[src/rtl/cu_pkg.sv]
// Shared constants for the control unit and the datapath blocks it drives.
//   - register instruction codes (HOLD..RESET)
//   - ULA operation select codes
//   - opcode constants (NOP..MAC)
//   - control unit FSM state encoding
package cu_pkg;

  typedef enum logic [2:0] {
    INSTR_HOLD   = 3'b000,
    INSTR_LOAD   = 3'b001,
    INSTR_SHIFTR = 3'b010,
    INSTR_SHIFTL = 3'b011,
    INSTR_RESET  = 3'b100
  } instr_e;

  typedef enum logic [1:0] {
    ULA_ADD    = 2'b00,
    ULA_SUB    = 2'b01,
    ULA_PASS_X = 2'b10,
    ULA_PASS_Y = 2'b11
  } ula_e;

  typedef enum logic [2:0] {
    OP_NOP = 3'b000,
    OP_CLR = 3'b001,
    OP_LDX = 3'b010,
    OP_ADD = 3'b011,
    OP_SUB = 3'b100,
    OP_SHL = 3'b101,
    OP_SHR = 3'b110,
    OP_MAC = 3'b111
  } op_e;

  typedef enum logic [1:0] {
    ST_IDLE  = 2'b00,
    ST_EXEC  = 2'b01,
    ST_STORE = 2'b10,
    ST_DONE  = 2'b11
  } state_e;

  // NOP, CLR, LDX, ADD and SUB occupy exactly one EXEC cycle regardless of amt.
  function automatic logic is_single_step(input logic [2:0] op);
    return (op <= OP_SUB);
  endfunction

endpackage

[src/rtl/control_unit_if.sv]
// Request and command bundle of the control unit.
//   Request side : start, op, amt
//   Command side : instr_x, instr_y, instr_z, ula_sel
//   Status       : busy, done, dbg_state (current FSM state, for observation)
// Handshake: start is the request valid and ~busy is the ready; a request is
// accepted on the rising edge where start=1 and busy=0. There is no queuing:
// a start seen while busy is dropped, and the requester must keep it high
// (or re-assert it) until busy is low to get it accepted.
// master = control unit side, slave = requester / datapath side.
interface control_unit_if #(
  parameter int AMT_W = 2
);
  import cu_pkg::*;

  logic             start;
  logic [2:0]       op;
  logic [AMT_W-1:0] amt;
  logic [2:0]       instr_x;
  logic [2:0]       instr_y;
  logic [2:0]       instr_z;
  logic [1:0]       ula_sel;
  logic             busy;
  logic             done;
  state_e           dbg_state;

  modport master (
    input  start, op, amt,
    output instr_x, instr_y, instr_z, ula_sel, busy, done, dbg_state
  );

  modport slave (
    output start, op, amt,
    input  instr_x, instr_y, instr_z, ula_sel, busy, done, dbg_state
  );

endinterface

[src/rtl/control_unit.sv]
// Control unit: expands one operation request (opcode + repeat amount) into a
// cycle-by-cycle command sequence for registers X, Y, Z and the ULA.
// Ports:
//   clock  - system clock, rising edge
//   reset  - synchronous, active-high; returns to IDLE, clears captured request
//   cu     - control_unit_if.master: start/op/amt in; instr_x/y/z, ula_sel,
//            busy, done, dbg_state out
// Sequence: IDLE -> EXEC (amt+1 cycles for SHL/SHR/MAC, 1 otherwise)
//           -> STORE (MAC only) -> DONE -> IDLE.
// All outputs decode registered state only; start/op/amt never reach them
// combinationally.
module control_unit
  import cu_pkg::*;
#(
  parameter int AMT_W = 2
) (
  input  logic           clock,
  input  logic           reset,
  control_unit_if.master cu
);

  state_e           state_q, state_d;
  logic [2:0]       op_q, op_d;
  logic [AMT_W-1:0] amt_q, amt_d;
  logic [AMT_W-1:0] cnt_q, cnt_d;

  logic             exec_last;

  // ---------------------------------------------------------------------------
  // State register
  // ---------------------------------------------------------------------------
  always_ff @(posedge clock) begin
    if (reset) begin
      state_q <= ST_IDLE;
      op_q    <= '0;
      amt_q   <= '0;
      cnt_q   <= '0;
    end else begin
      state_q <= state_d;
      op_q    <= op_d;
      amt_q   <= amt_d;
      cnt_q   <= cnt_d;
    end
  end

  // Final EXEC cycle: single-step ops always, repeated ops once the counter
  // has caught up with the captured amount.
  assign exec_last = is_single_step(op_q) || (cnt_q == amt_q);

  // ---------------------------------------------------------------------------
  // Next-state and request capture
  // ---------------------------------------------------------------------------
  always_comb begin
    state_d = state_q;
    op_d    = op_q;
    amt_d   = amt_q;
    cnt_d   = cnt_q;
    unique case (state_q)
      ST_IDLE: begin
        if (cu.start) begin
          state_d = ST_EXEC;
          op_d    = cu.op;
          amt_d   = cu.amt;
          cnt_d   = '0;
        end
      end
      ST_EXEC: begin
        // The counter wraps after the last step of amt=max; it is cleared on
        // the next accept, so the wrapped value is never used.
        cnt_d = cnt_q + 1'b1;
        if (exec_last) begin
          state_d = (op_q == OP_MAC) ? ST_STORE : ST_DONE;
        end
      end
      ST_STORE: state_d = ST_DONE;
      ST_DONE:  state_d = ST_IDLE;
      default:  state_d = ST_IDLE;
    endcase
  end

  // ---------------------------------------------------------------------------
  // Command / status decode
  // ---------------------------------------------------------------------------
  always_comb begin
    cu.instr_x   = INSTR_HOLD;
    cu.instr_y   = INSTR_HOLD;
    cu.instr_z   = INSTR_HOLD;
    cu.ula_sel   = ULA_ADD;
    cu.busy      = (state_q != ST_IDLE);
    cu.done      = (state_q == ST_DONE);
    cu.dbg_state = state_q;
    unique case (state_q)
      ST_EXEC: begin
        unique case (op_q)
          OP_CLR: begin
            cu.instr_x = INSTR_RESET;
            cu.instr_y = INSTR_RESET;
            cu.instr_z = INSTR_RESET;
          end
          OP_LDX: cu.instr_x = INSTR_LOAD;
          OP_ADD: begin
            cu.ula_sel = ULA_ADD;
            cu.instr_y = INSTR_LOAD;
          end
          OP_SUB: begin
            cu.ula_sel = ULA_SUB;
            cu.instr_y = INSTR_LOAD;
          end
          OP_SHL: cu.instr_y = INSTR_SHIFTL;
          OP_SHR: cu.instr_y = INSTR_SHIFTR;
          OP_MAC: begin
            // Accumulate Y += X each step
            cu.ula_sel = ULA_ADD;
            cu.instr_y = INSTR_LOAD;
          end
          default: ;  // NOP
        endcase
      end
      ST_STORE: begin
        // Write the accumulated Y into Z through the ULA
        cu.ula_sel = ULA_PASS_Y;
        cu.instr_z = INSTR_LOAD;
      end
      default: ;  // IDLE and DONE drive defaults
    endcase
  end

endmodule

[src/flat_wrapper.sv]
// flat-port wrapper written by rule: the top's interface ports become plain ports
module control_unit_flat import cu_pkg::*;
#(
  parameter int AMT_W = 2
)
  (clock, reset, cu_start, cu_op, cu_amt, cu_instr_x, cu_instr_y, cu_instr_z, cu_ula_sel, cu_busy, cu_done, cu_dbg_state);
  control_unit_if #(.AMT_W(AMT_W)) cu_i ();
  input  logic clock;
  input  logic reset;
  input wire logic [$bits(cu_i.start)-1:0] cu_start;
  input wire logic [$bits(cu_i.op)-1:0] cu_op;
  input wire logic [$bits(cu_i.amt)-1:0] cu_amt;
  output wire logic [$bits(cu_i.instr_x)-1:0] cu_instr_x;
  output wire logic [$bits(cu_i.instr_y)-1:0] cu_instr_y;
  output wire logic [$bits(cu_i.instr_z)-1:0] cu_instr_z;
  output wire logic [$bits(cu_i.ula_sel)-1:0] cu_ula_sel;
  output wire logic [$bits(cu_i.busy)-1:0] cu_busy;
  output wire logic [$bits(cu_i.done)-1:0] cu_done;
  output wire logic [$bits(cu_i.dbg_state)-1:0] cu_dbg_state;
  assign cu_i.start = cu_start;
  assign cu_i.op = cu_op;
  assign cu_i.amt = cu_amt;
  assign cu_instr_x = cu_i.instr_x;
  assign cu_instr_y = cu_i.instr_y;
  assign cu_instr_z = cu_i.instr_z;
  assign cu_ula_sel = cu_i.ula_sel;
  assign cu_busy = cu_i.busy;
  assign cu_done = cu_i.done;
  assign cu_dbg_state = cu_i.dbg_state;
  control_unit #(.AMT_W(AMT_W)) u_core (.clock(clock), .reset(reset), .cu(cu_i));
endmodule
[config.mk]
export PLATFORM = sky130hd
export DESIGN_NAME = control_unit_flat
export DESIGN_NICKNAME = d
export VERILOG_FILES = /design/src/rtl/cu_pkg.sv /design/src/rtl/control_unit_if.sv /design/src/rtl/control_unit.sv /design/src/flat_wrapper.sv
export SDC_FILE = /design/constraint.sdc
export NUM_CORES = 1
export LEC_CHECK = 0
export CAP_MARGIN = 20
export CORE_AREA = 2 2 43 45
export CTS_CLUSTER_DIAMETER = 200
export CTS_CLUSTER_SIZE = 16
export DETAILED_ROUTE_END_ITERATION = 16
export DIE_AREA = 0 0 45 47
export PLACE_DENSITY = 0.8
export SLEW_MARGIN = 20
export SYNTH_ARGS = -nofsm -noshare
export SYNTH_HDL_FRONTEND = slang
export SYNTH_SLANG_ARGS = --single-unit
[constraint.sdc]
create_clock -name clock -period 1.56 [get_ports clock]
set_input_delay 0.156 -clock clock [delete_from_list [all_inputs] [get_ports clock]]
set_output_delay 0.156 -clock clock [all_outputs]
set_load 0.1 [all_outputs]
== After elaboration in Yosys (flattened, before gate mapping) ==
Cells that the tools add are included.
Operators by class
  add/subtract/negate cells: 1
  order comparisons: 1
  equal/unequal tests: 13
  muxes and demuxes: 14
  reductions and logical operators: 8
Operator list (number)
  $eq 3x3->1 const B: 4
  $pmux 3 s2: 2
  $pmux 3 s4: 1
  $mux 3: 3
  $pmux 2 s2: 2
  $pmux 2 s4: 1
  $eq 3x2->1 const B: 2
  $mux 2: 3
  $reduce_and 2->1: 3
  $eq 2x2->1 const B: 2
  $reduce_bool 2->1: 2
  $eq 3x1->1 const B: 1
  $le 3x3->1 const B: 1
  $reduce_or 3->1: 1
  $add 2x1->2 const B: 1
  $eq 2x1->1 const B: 1
  $eq 2x2->1: 1
  $logic_not 2->1: 1
  $mux 1: 2
  $ne 2x1->1 const B: 1
  $ne 2x2->1 const B: 1
  $logic_or 1x1->1: 1
Storage, ports and cells
  register bits after elaboration: 9
  input port bits: 8
  output and inout bits: 15
  word-level logic and storage cells: 41

== Depth between registers and ports, before layout ==
Gate-level depths: netlist (run 1).
  depth after elaboration: 4
  gate-level depth with buffers: 7
  mapped depth without buffers: 6

== Least setup slack after synthesis (run 1) ==
No wires, ideal clock.
  kind: reg-to-output
  start point: register u_core.state_q[0] (netlist: u_core.cu.dbg_state[0])
  end point: output port cu_instr_z[2]
  arrival: 3.170 ns
  slack: -1.766 ns
  stages on the path, launching flop included: 4
  path buffers: 0
  cells stage by stage: dfxtp_1 -> ha_1 -> and4bb_1 -> and2_1
On the way
  longest elaborated chain between the ends: 2
  elaborated cells on any way between the ends: 3
  those cells by class: 2 x eq/ne; 1 x mux
RTL lines
  from (decl): line control_unit.sv:22  | state_e state_q, state_d;
  from (signal assigned): line control_unit.sv:39  | state_q <= state_d;
  $eq 2x2->1 / $eq 2x1->1 (equally long branches): line control_unit.sv:92  | unique case (state_q)
  $pmux 3 s2 *: line control_unit.sv:92
  to (decl): line flat_wrapper.sv:15  | output wire logic [$bits(cu_i.instr_z)-1:0] cu_instr_z;
Mark *: on every way between the ends. The rest lies on a longest branch, timed or not.

== Final worst setup path (run 1) ==
  start point: register u_core.state_q[1] (netlist: u_core.cu.dbg_state[1])
  end point: output port cu_ula_sel[0]
On the way
  longest elaborated chain between the ends: 2
  elaborated cells on any way between the ends: 3
  those cells by class: 2 x eq/ne; 1 x mux
RTL lines
  $eq 2x2->1 / $eq 2x1->1 (equally long branches): line control_unit.sv:92
  $pmux 2 s2 *: line control_unit.sv:92
  to (decl): line flat_wrapper.sv:16  | output wire logic [$bits(cu_i.ula_sel)-1:0] cu_ula_sel;
Marks and branches as above.

==> results of run 1 <==
-- flip-flops by register name, indices dropped and copies added, names as in the netlist --
register             count
u_core.amt_q             2
u_core.cnt_q             2
u_core.cu.dbg_state      2
u_core.op_q              3
-- kinds of logic (layout without fill, tap and decap cells) --
family,count (synthesis),count (layout),synth area share [%]
and+or+nand+nor,27,27,27.8
xor gates and xnor gates,2,2,2.82
other,1,2,0.603
DFF,9,9,29.0
buffers and inverters,11,39,9.86
adders and majority gates,5,5,10.1
AOI/OAI and AO/OA,17,17,18.3
muxes,1,1,1.61
-- routing by layer --
metal / vias to the layer above / share of wire (%) / track usage (%)
met2: 39 / 54 / 33.4
met5: - / 0 / 0
met1: 300 / 37 / 16.0
met3: 8 / 5.0 / 3.85
li1: 308 / - / -
met4: 0 / 4.3 / 8.24
-- timing repair --
item | CTS | global route
pin swaps | 1 | 4
gates cloned | 0 | 0
setup buffers | 5 | 3
setup endpoints to repair | 6 | 9
gates resized for setup | 4 | 5
-- final timing paths --
check,cells after the start,endpoint,start,slack (ns)
worst min register to register,2,u_core.amt_q[1],u_core.amt_q[1],0.47
worst max register to register,8,u_core.cu.dbg_state[0],u_core.cu.dbg_state[1],0.10
worst min-delay path,3,u_core.op_q[2],cu_op[2],0.45
worst max-delay path,6,cu_ula_sel[0],u_core.cu.dbg_state[1],-0.05
-- placed cells by master, fill, tap and decap left out, types with 3 or more instances in the layout --
cell / instances
dfxtp_1: 4
buf_4: 10
ha_4: 3
a21oi_1: 7
clkbuf_4: 3
dfxtp_2: 3
nand3_1: 5
buf_12: 13
nand2_1: 8
clkdlybuf4s50_1: 7
-- metrics by stage --
stage | setup slack [ns] | area [um2] | instances | hold slack, ns | util [%]
finish | -0.0460 | 1140 | 119 | 0.451 | 69.2
global route | -0.112 | 1140 | 119 | 0.447 | 69.2
detailed placement | 0.0894 | 1020 | 107 | 0.464 | 61.6
floorplan | -0.247 | 689 | 74 | 0.303 | -
CTS | -0.00131 | 1100 | 116 | 0.455 | 66.6
global placement | 0.124 | 1020 | 107 | 0.456 | 61.6
-- tightest hold or removal path, cell delays in order --
cell,delay [ns]
clkdlybuf4s50_1,0.40
nand3_1,0.07
a21oi_1,0.05
-- area by class of cell --
cell class                 instances  share of cell area (%)
timing repair buffer              31                    36.4
inverter                           4                    1.86
multi-input combinational         54                    40.8
clock buffer                       4                    2.30
sequential                         9                    16.7
tap                               17                    1.86
-- where the power goes --
group	internal (mW)	switching, mW	leakage (nW)	total [mW]
registers	0.311	0.0983	0.0763	0.410
clock network	0.0983	0.0778	0.0150	0.176
logic	0.824	1.20	0.346	2.03
total	1.23	1.38	0.437	2.61
==> results.json, run 1 <==
{
  "cts_buffers": 3,
  "globalRoute.totalOverflow": 0,
  "synth_top_cell_by_area": "dfxtp_1",
  "wl_um": 1710,
  "end_kind": "output pin",
  "finalSetupTns_ns": -0.0790,
  "ys_seq_area_share_pct": 29.0,
  "num_io_pins": 23,
  "worstPathArrival_ns": 1.45,
  "die_y_um": 47,
  "cp_top_family": "simple AND/OR/NAND/NOR gates",
  "holdCritPathClass": "input pin to register",
  "grt_pass1_vias": 604,
  "setup_viol_count_final": 3,
  "synth_most_common_cell": "dfxtp_1",
  "required_ns": 1.40,
  "cp_slowest_cell": "dfxtp_4",
  "h-tree-depth": 1,
  "synth_area_leaders": "dfxtp_1 29%, ha_1 10%, a21oi_1 6.4%",
  "area_delta_synth_final_pct": 83.9,
  "p_leak_nw": 0.437,
  "ys_top_cells_by_count": "9 x dfxtp_1, 8 x a21oi_1, 8 x nand2_1",
  "fin_ws_ns": -0.0460,
  "grt_pass1_wl_um": 2570,
  "cp_cell_sequence": "inv_4, ha_4, nor4bb_4, nor2_2, nor2_4, buf_12",
  "synth_edf_count": 0,
  "netlist.area_leader.share_pct": 29.0,
  "cts_hold_buf": 0,
  "maxCapViolations": 0,
  "hpwl_um": 1130,
  "post-route-drc-count": 0,
  "finalClockSkew_ns": 0.00772,
  "syn-cell-area_um2": 622,
  "drive_gt1_share_pct": 52.0,
  "grt_use_total_pct": 16.8,
  "yosys_register_bits": 9,
  "post_drt_wl_per_cell_um": 14.3,
  "finalNetCount": 116,
  "cts.sinks": 9,
  "rows": 15,
  "rsz0062_at_grt": "true",
  "violations": "negative setup slack",
  "ys_warn_count": 0,
  "floorplan.initialDensity_pct": 37.7,
  "antenna_found_initial": 0,
  "cellPowerDensity_nw_per_um2": 2290,
  "placeableCoreArea_um2": 1650,
  "status": "finished, violations left",
  "finalCritPeriodShare_pct": 103,
  "num_vias": 655,
  "multi_input_area_um2": 467,
  "ys.flop_type": "dfxtp_1",
  "power_mw": 2.61,
  "finalHoldViolations": 0,
  "regArea_um2": 191,
  "fin_crit_ns": 1.61,
  "synth_area_per_cell_um2": 8.52,
  "path_class": "register to output pin",
  "ys_types": 31,
  "syn_inst": 73,
  "detail-route-antenna-nets": 0,
  "cts.clk_slew.worst_paths_ns": 0.06,
  "dieArea_um2": 2120,
  "peakVddDrop_uv": 1280,
  "first_pass_iters": 4,
  "first_iter_violations": 8,
  "n_fill_cell": 109,
  "path_buf_inv": 2,
  "gp_congestion": 0.741,
  "diodes": 0,
  "portBuffers": 20,
  "max_stage_delay_ns": 0.35,
  "vias_per_cell": 5.50,
  "clk_path_buf_depth": 2,
  "cts_root_buffer": "clkbuf_4",
  "die_w_um": 45,
  "synthArstFlopShare_pct": 0,
  "clkLatencyLatePin_ns": 0.26,
  "fmax_mhz": 623,
  "cp-start-kind": "register",
  "cts_tree": "built",
  "slew_viol_final": 0,
  "grt_max_degree": 9,
  "cp_max_fo": 5
}
No activity file was read; power rests on OpenSTA's default activity.
==> run 2, diff against run 1 <==
--- a/config.mk
+++ b/config.mk
@@ -5,13 +5,14 @@
 export SDC_FILE = /design/constraint.sdc
 export NUM_CORES = 1
 export LEC_CHECK = 0
+export ABC_AREA = 1
 export CAP_MARGIN = 20
-export CORE_AREA = 2 2 43 45
+export CORE_AREA = 2 2 42 44
 export CTS_CLUSTER_DIAMETER = 200
 export CTS_CLUSTER_SIZE = 16
 export DETAILED_ROUTE_END_ITERATION = 16
-export DIE_AREA = 0 0 45 47
-export PLACE_DENSITY = 0.8
+export DIE_AREA = 0 0 44 46
+export PLACE_DENSITY = 0.73
 export SLEW_MARGIN = 20
 export SYNTH_ARGS = -nofsm -noshare
 export SYNTH_HDL_FRONTEND = slang
==> run 2 against run 1 <==
  * The run still ends with negative setup slack left
  * Wire length decreased by 14%
  * Highest routed layer unchanged
  * Die area decreased by 4.3%
  * Area after synthesis decreased by 3.2%
==> results.json, run 2 <==
{
  "met2_length_um": 833,
  "grt_use_total_pct": 17.7,
  "dp.cells": 124,
  "detail-route-antenna-nets": 0,
  "rsz0062_at_grt": "true",
  "top_layer": "met4",
  "h-tree-depth": 1,
  "ys_seq_area_share_pct": 29.9,
  "vias_per_cell": 4.77,
  "grt_pass1_wl_um": 2500,
  "cts_tree": "built",
  "required_ns": 1.40,
  "diodes": 0,
  "slew_viol_final": 0,
  "globalRoute.totalOverflow": 0,
  "finalHoldViolations": 0,
  "first_pass_iters": 3,
  "first_iter_violations": 9,
  "finalClockSkew_ns": 0.00152,
  "antenna_found_initial": 0,
  "num_io_pins": 23,
  "cts.clk_slew.worst_paths_ns": 0.06,
  "cp-start-kind": "register",
  "final_cells": 132,
  "setup_viol_count_final": 7,
  "placeableCoreArea_um2": 1610,
  "drive_gt1_share_pct": 42.6,
  "largest_reg_flops": 3,
  "die_w_um": 44,
  "maxCapViolations": 0,
  "yosys_register_bits": 9,
  "placed_area_um2": 1030,
  "hpwl_um": 1140,
  "ys_types": 21,
  "final_common_cell": "nand2_1",
  "status": "finished, violations left",
  "syn-cell-area_um2": 602,
  "n_fill_cell": 120,
  "finalCritPeriodShare_pct": 110,
  "synth_edf_count": 0,
  "clk_path_buf_depth": 2,
  "wl_um": 1460,
  "worstPathArrival_ns": 1.57,
  "regArea_um2": 189,
  "syn_inst": 88,
  "area_delta_synth_final_pct": 89.0,
  "die_y_um": 46,
  "synth_area_leaders": "dfxtp_1 30%, nand2_1 11%, ha_1 10%",
  "ys_warn_count": 0,
  "dieArea_um2": 2020,
  "post-route-drc-count": 0,
  "grt_pass1_vias": 583,
  "fin_crit_ns": 1.72,
  "netlist.area_leader.share_pct": 29.9,
  "top_register": "u_core.op_q",
  "met3_length_um": 40,
  "rows": 15,
  "cts_buffers": 3,
  "dp_slack_ns": 0.0243,
  "cts_root_buffer": "clkbuf_4",
  "holdCritPathClass": "input pin to register",
  "design_area_um2": 1140,
  "gp_congestion": 0.792,
  "violations": "negative setup slack",
  "synth_area_per_cell_um2": 6.84,
  "num_vias": 630,
  "fin_ws_ns": -0.164,
  "finalNetCount": 129,
  "final_core_util_pct": 70.5,
  "synthArstFlopShare_pct": 0,
  "ys_top_cells_by_count": "18 x nand2_1, 12 x inv_1, 11 x nor2_1, 9 x dfxtp_1, 7 x o21ai_0",
  "wl_met1_um": 540,
  "end_kind": "output pin",
  "rrSetupSlack_ns": 0.13,
  "synth_most_common_cell": "nand2_1",
  "path_class": "register to output pin",
  "layout_common_cells": "17 x nand2_1, 13 x buf_12, 9 x nor2_1, 8 x inv_1, 7 x clkdlybuf4s50_1",
  "floorplan.initialDensity_pct": 37.3,
  "cp_max_fo": 3,
  "ys.flop_type": "dfxtp_1",
  "grt_max_degree": 11,
  "cts.sinks": 9,
  "post_drt_wl_per_cell_um": 11.1,
  "clkLatencyLatePin_ns": 0.26,
  "synth_top_cell_by_area": "dfxtp_1",
  "fmax_mhz": 580,
  "portBuffers": 20,
  "multi_input_area_um2": 454
}
==> run 2: changes by cell type after synthesis, sizes merged, moves of 3 or more <==
cell | before | now
nor2 | 4 | 12
inv | 4 | 13
nor3b | 3 | 0
o21ai | 3 | 8
nand3 | 5 | 2
nand2 | 8 | 20
a21oi | 9 | 5
==> run 2: cells by family (layout without fill, tap and decap cells) <==
| group | count (synthesis) | in the layout | synth area share (%) |
|---|---|---|---|
| simple gates | 40 | 40 | 30.6 |
| buf+inv | 18 | 44 | 14.3 |
| compound gates | 15 | 15 | 14.1 |
| flops | 9 | 9 | 29.9 |
| fa+ha+maj | 5 | 5 | 10.4 |
| other cells | 1 | 2 | 0.623 |
==> run 2: critical path, cell delays in order, from the launching register on <==
cell and delay, ns:
dfxtp_4 0.35, inv_4 0.08, ha_4 0.15, inv_4 0.03, or2_4 0.25, nor3_4 0.22, buf_12 0.21
==> run 2: cell type report <==
cell class	instances	share of cell area (%)
clock inverter	1	0.440
sequential	9	16.6
tap	17	1.87
inverter	13	5.17
timing repair buffer	27	34.0
multi-input combinational	62	39.9
clock buffer	3	1.98
==> run 2: per-layer routing <==
metal	global-route usage [%]	vias up
met1	18.3	285
met5	0	-
met2	32.6	13
met4	12.7	0
li1	-	328
met3	2.38	4
==> run 2: path summary, 6_finish.rpt <==
| kind | end | depth (start not counted) | start |
|---|---|---|---|
| max | cu_instr_y[2] | 6 | u_core.cu.dbg_state[1] |
| min | u_core.cnt_q[1] | 2 | reset |
| max reg2reg | u_core.cu.dbg_state[0] | 11 | u_core.cu.dbg_state[1] |
| min reg2reg | u_core.amt_q[0] | 2 | u_core.amt_q[0] |
==> run 2: repair_timing <==
item                                    CTS  global route
endpoints found under the setup margin    7             7
buffers inserted                          2             2
hold buffers                              0             0
resized for setup                        12             1
pin swaps                                 3             1
==> run 2: through the flow <==
stage,hold slack (ns),TNS (ns)
CTS,0.450,-0.599
floorplan,0.225,-3.52
finish,0.452,-0.741
global placement,0.452,0
detailed placement,0.465,0
global route,0.476,-1.11
Power of run 2 is not shown: default switching activity piles up to over one toggle a cycle in this logic, so the estimate is an artifact.
